==> src/rtl/uart_tx.sv <==
// uart_tx: serial transmitter, one serial bit per clk cycle.
// Frame = start bit (0), DATA_SIZE data bits LSB first, optional parity, stop bit (1).
// Outputs come straight from flops, so the line never glitches.
//
// Handshake: data_valid is a request that is only sampled while idle. The
// word and the parity controls are captured on the accepting edge. Requests
// made while busy is high are dropped, not queued.
module uart_tx #(
    parameter int DATA_SIZE = 8
) (
    input  logic                 clk,
    input  logic                 rst,
    input  logic [DATA_SIZE-1:0] p_data,
    input  logic                 data_valid,
    input  logic                 par_en,
    input  logic                 par_typ,
    output logic                 tx_out,
    output logic                 busy
);

    localparam int CW = (DATA_SIZE > 1) ? $clog2(DATA_SIZE) : 1;
    localparam logic [CW-1:0] LAST_BIT = CW'(DATA_SIZE - 1);

    typedef enum logic [2:0] {
        S_IDLE   = 3'd0,
        S_START  = 3'd1,
        S_DATA   = 3'd2,
        S_PARITY = 3'd3,
        S_STOP   = 3'd4
    } state_t;

    state_t                 state_q, state_d;
    logic [DATA_SIZE-1:0]   shift_q, shift_d;
    logic [CW-1:0]          cnt_q, cnt_d;
    logic                   par_en_q, par_en_d;
    logic                   par_bit_q, par_bit_d;
    logic                   tx_q, tx_d;
    logic                   busy_q, busy_d;

    // State register; reset forces IDLE and overrides any request on the same edge.
    always_ff @(posedge clk) begin
        if (rst) begin
            state_q <= S_IDLE;
        end else begin
            state_q <= state_d;
        end
    end

    // Next-state logic: the frame walks START -> DATA x N -> [PARITY] -> STOP -> IDLE.
    always_comb begin
        state_d = state_q;
        case (state_q)
            S_IDLE:   if (data_valid) state_d = S_START;
            S_START:  state_d = S_DATA;
            S_DATA: begin
                if (cnt_q == LAST_BIT) begin
                    state_d = par_en_q ? S_PARITY : S_STOP;
                end
            end
            S_PARITY: state_d = S_STOP;
            S_STOP:   state_d = S_IDLE;
            default:  state_d = S_IDLE;
        endcase
    end

    // Output and datapath next values. The line value is computed for the state
    // being entered, so the registered tx/busy line up with the registered state.
    always_comb begin
        shift_d   = shift_q;
        cnt_d     = cnt_q;
        par_en_d  = par_en_q;
        par_bit_d = par_bit_q;
        tx_d      = 1'b1;
        busy_d    = 1'b0;

        case (state_q)
            S_IDLE: begin
                if (data_valid) begin
                    shift_d   = p_data;
                    par_en_d  = par_en;
                    par_bit_d = (^p_data) ^ par_typ;
                end
            end
            S_START: begin
                // bit 0 goes onto the line at this edge; expose the next bit
                cnt_d   = '0;
                shift_d = shift_q >> 1;
            end
            S_DATA: begin
                shift_d = shift_q >> 1;
                if (cnt_q != LAST_BIT) begin
                    cnt_d = cnt_q + CW'(1);
                end
            end
            default: ;
        endcase

        case (state_d)
            S_START: begin
                tx_d   = 1'b0;
                busy_d = 1'b1;
            end
            S_DATA: begin
                tx_d   = shift_q[0];
                busy_d = 1'b1;
            end
            S_PARITY: begin
                tx_d   = par_bit_q;
                busy_d = 1'b1;
            end
            S_STOP: begin
                tx_d   = 1'b1;
                busy_d = 1'b1;
            end
            default: begin
                tx_d   = 1'b1;
                busy_d = 1'b0;
            end
        endcase
    end

    // Datapath and output flops; reset aborts any frame and returns the line high.
    always_ff @(posedge clk) begin
        if (rst) begin
            shift_q   <= '0;
            cnt_q     <= '0;
            par_en_q  <= 1'b0;
            par_bit_q <= 1'b0;
            tx_q      <= 1'b1;
            busy_q    <= 1'b0;
        end else begin
            shift_q   <= shift_d;
            cnt_q     <= cnt_d;
            par_en_q  <= par_en_d;
            par_bit_q <= par_bit_d;
            tx_q      <= tx_d;
            busy_q    <= busy_d;
        end
    end

    assign tx_out = tx_q;
    assign busy   = busy_q;

endmodule
==> config.mk <==
export PLATFORM = sky130hd
export DESIGN_NAME = uart_tx
export DESIGN_NICKNAME = d
export VERILOG_FILES = /design/src/rtl/uart_tx.sv
export SDC_FILE = /design/constraint.sdc
export NUM_CORES = 1
export LEC_CHECK = 0
export CAP_MARGIN = 25
export CORE_MARGIN = 8
export CORE_UTILIZATION = 50
export DETAILED_ROUTE_END_ITERATION = 16
export GPL_ROUTABILITY_DRIVEN = 0
export HOLD_SLACK_MARGIN = 0.1
export PLACE_DENSITY = 0.75
export SLEW_MARGIN = 10
export SYNTH_ARGS = -nofsm -noshare
export SYNTH_HDL_FRONTEND = slang
export SYNTH_SLANG_ARGS = --single-unit
export TNS_END_PERCENT = 5
==> constraint.sdc <==
create_clock -name clk -period 1.75 [get_ports clk]
set_input_delay 0.2625 -clock clk [delete_from_list [all_inputs] [get_ports clk]]
set_output_delay 0.2625 -clock clk [all_outputs]
set_load 0.01 [all_outputs]
==> key figures <==
Floorplan
  • Core area: 1710 sq um
  • Die X: 58.5 um
  • Initial Util: 53.0%
  • DIE AREA: 3430 sq um
  • Row count: 15
  • Die Y: 58.5 um
  • IO Count: 15

Power
  • Static Leak: 0.463 nW
  • Peak supply drop: 0.598 mV
  • Tot Pwr: 0.000870 W
  • Power per cell area: 776 nW/um^2

STA
  • Hold Violations, Final: 0
  • Max-slew violation count: 0
  • Final Cycle Share: 92.2%
  • Clock Skew: 0.00177 ns
  • Worst-Margin Slew: 0.467 ns
  • RSZ-0062 raised after global routing: no
  • Endpoints failing setup: 0
  • Max Freq: 620 MHz
  • Setup_tns: 0 ns
  • Minimum clock period: 1.61 ns
  • Slew HR: 68.5%

Routing
  • Antenna Nets Post-Route: 0
  • Final WL: 1.91 mm
  • Via density: 5.42
  • Residual DRC: 0
  • DR iter-0 viols: 21
  • Wire per inst: 13.4 um
  • Drt first pass iters: 4
  • Vias: 775

Cells and area
  • Area of the multi-input gates: 507 sq um
  • Seq. cell area: 360 sq um
  • Layout fillers: 146
  • Fin cells: 143
  • Leading cell types in the layout, fill and taps excluded: 18 x dfxtp_1, 14 x clkdlybuf4s50_1, 10 x a22oi_1, 10 x nand2_1, 8 x a21oi_1
  • Area delta synth->final: 23.9%
  • Layout Nets: 136
  • Commonest non-fill, non-tap cell in the layout: dfxtp_1
  • Final core area utilization: 65.6%
  • Share of layout cells above drive strength 1: 12.7%
  • Ant diodes: 0

Clock tree
  • Skew-Pair Late Insertion Delay: 0.28 ns
  • Root buf cell: clkbuf_4
  • CTS clk-pin slew, worst paths: 0.10 ns
  • CTS Hold Bufs: 0
  • CTS sink cnt: 18
  • Num CTS Buffers: 3
  • H-tree lvl count: 1
  • CTS tree: built
  • CTS max path bufs: 2

Critical path
  • CP top delay family: XOR/XNOR gates
  • Crit path kind: input port to flip-flop
  • R2R Path Start: cnt_q[0]
  • Crit-path cells: clkdlybuf4s50_1, xor2_1, xnor3_1, and4_4, a311o_1
  • Worst r2r dst: tx_out
  • Reg2Reg Depth: 6
  • Max stage delay on crit path: 0.49 ns
  • Crit end category: flip-flop
  • Slowest cell on the critical path: clkdlybuf4s50_1
  • Required @ worst endpoint: 1.93 ns
  • Reg-to-reg slack, setup: 0.20 ns
  • Startpoint types: input port
  • Crit-path max FO: 2
  • Critical path buffers and inverters: 1
  • Critical Path AT: 1.79 ns

Logic synthesis
  • YS warnings: 0
  • Synth Cell Area: 905 sq um
  • Netlist cell types: 33
  • Largest area contributor in the netlist: dfxtp_1
  • Syn Area/Cell: 9.05 sq um
  • Synth Register Bits: 18
  • Synth area leaders: dfxtp_1 40%, a22oi_1 8.3%, a21oi_1 5.0%
  • Syn Nets: 116
  • Gate Count Post-Synth: 100
  • Post-synth top area share: 39.8%
  • Sequential-to-total area share from yosys stat: 39.8%

Min path
  • Hold Startpoint: shift_q[2]
  • Hold Crit Endpoint: shift_q[2]
  • Hold Path Class: flip-flop to flip-flop
  • Hold path cells: 2

Global route
  • Initial antenna violation count: 0
  • Largest net degree at the start of global routing: 11
  • Vias in the first global route: 813
  • Total grt overflow: 0
  • Gr usage total: 12.1%
  • First-pass GRT wire length: 3.33 mm

Place
  • Dpl cells: 140
  • Port Buffers: 14
  • DP HPWL: 1.48 mm

Run
  • Max cap viols: 0

Run status
  • Status: completed
==> layer usage <==
| metal | share of wire, % | wire (um) | track usage (%) | vias up |
|---|---|---|---|---|
| met5 | 0 | 0 | 0 | - |
| met3 | 6.1 | 117 | 3.91 | 2 |
| met4 | 0.73 | 14 | 3.85 | 0 |
| met2 | 51 | 965 | 21.9 | 13 |
| li1 | - | - | - | 401 |
| met1 | 43 | 812 | 12.7 | 359 |
==> metrics by stage <==
step / area [sq um] / setup slack [ns] / hold slack [ns]
6_report: 1120 / 0.137 / 0.459
5_1_grt: 1120 / 0.0835 / 0.495
4_1_cts: 1120 / 0.140 / 0.460
3_5_place_dp: 1090 / -0.166 / 0.445
3_3_place_gp: 1090 / -0.130 / 0.442
2_1_floorplan: 905 / 0.367 / 0.398
==> worst max path at each step <==
stage,start,end,slack [ns],depth (start not counted)
CTS,p_data[3],par_bit_q,0.14,5
detailed placement,p_data[3],par_bit_q,-0.17,5
global placement,p_data[2],par_bit_q,-0.13,5
floorplan,cnt_q[0],tx_out,0.37,6
global route,cnt_q[0],tx_out,0.08,6
finish,p_data[2],par_bit_q,0.14,5
==> final cells by class <==
type | count | share of cell area, %
multi-input combinational | 74 | 45.2
sequential | 18 | 32.1
timing repair buffer | 21 | 17.2
tap | 25 | 2.79
clock buffer | 3 | 2.01
inverter | 2 | 0.670
==> kinds of logic after synthesis <==
logic type	after synthesis	synth area share, %
adder cells (fa/ha/maj)	3	4.15
XOR/XNOR	7	8.30
multiplexers	1	1.24
AND/OR/NAND/NOR	33	19.2
buffers and inverters	8	4.56
AO/OA/AOI/OAI	30	22.7
flip-flops	18	39.8
==> sequential cells by signal (all words and copies together), names as in the netlist <==
name,flops
tx_out,1
busy,1
cnt_q,3
state_q,3
par_en_q,1
par_bit_q,1
shift_q,8
==> synth_stat cells <==
cell        n
dfxtp_1    18
a22oi_1    10
nand2_1    10
a21oi_1     9
nor2_1      7
xnor2_1     4
buf_2       3
ha_1        3
nand2b_1    3
nor3_1      3
o21ai_0     3
a22o_1      2
and3_1      2
inv_1       2
nor2b_1     2
xor2_1      2
a211o_1     1
a21oi_2     1
a2bb2oi_1   1
a311o_1     1
a31oi_1     1
and2_1      1
and4_4      1
buf_1       1
buf_6       1
clkbuf_1    1
mux2_2      1
nand3_1     1
nor4_1      1
nor4b_1     1
o211a_1     1
or4b_4      1
xnor3_1     1
==> worst min-delay path: cells and delay by family (launching register included) <==
family | cells | cell delay (ns)
DFF | 1 | 0.32
and+or+nand+nor | 1 | 0.05
AOI/OAI and AO/OA | 1 | 0.05
==> repair_timing <==
item | 4_1_cts | 5_1_grt
endpoints found under the setup margin | 0 | 1
gates resized for setup | 0 | 1
hold endpoints to repair | 0 | 0
setup buffers | 0 | 0
==> power breakdown <==
part / switching (W) / internal, W
registers: 0.0000180 / 0.000440
logic: 0.0000982 / 0.000114
clock network: 0.000120 / 0.0000798
total: 0.000236 / 0.000634
Power figures use the tool's default switching activity.
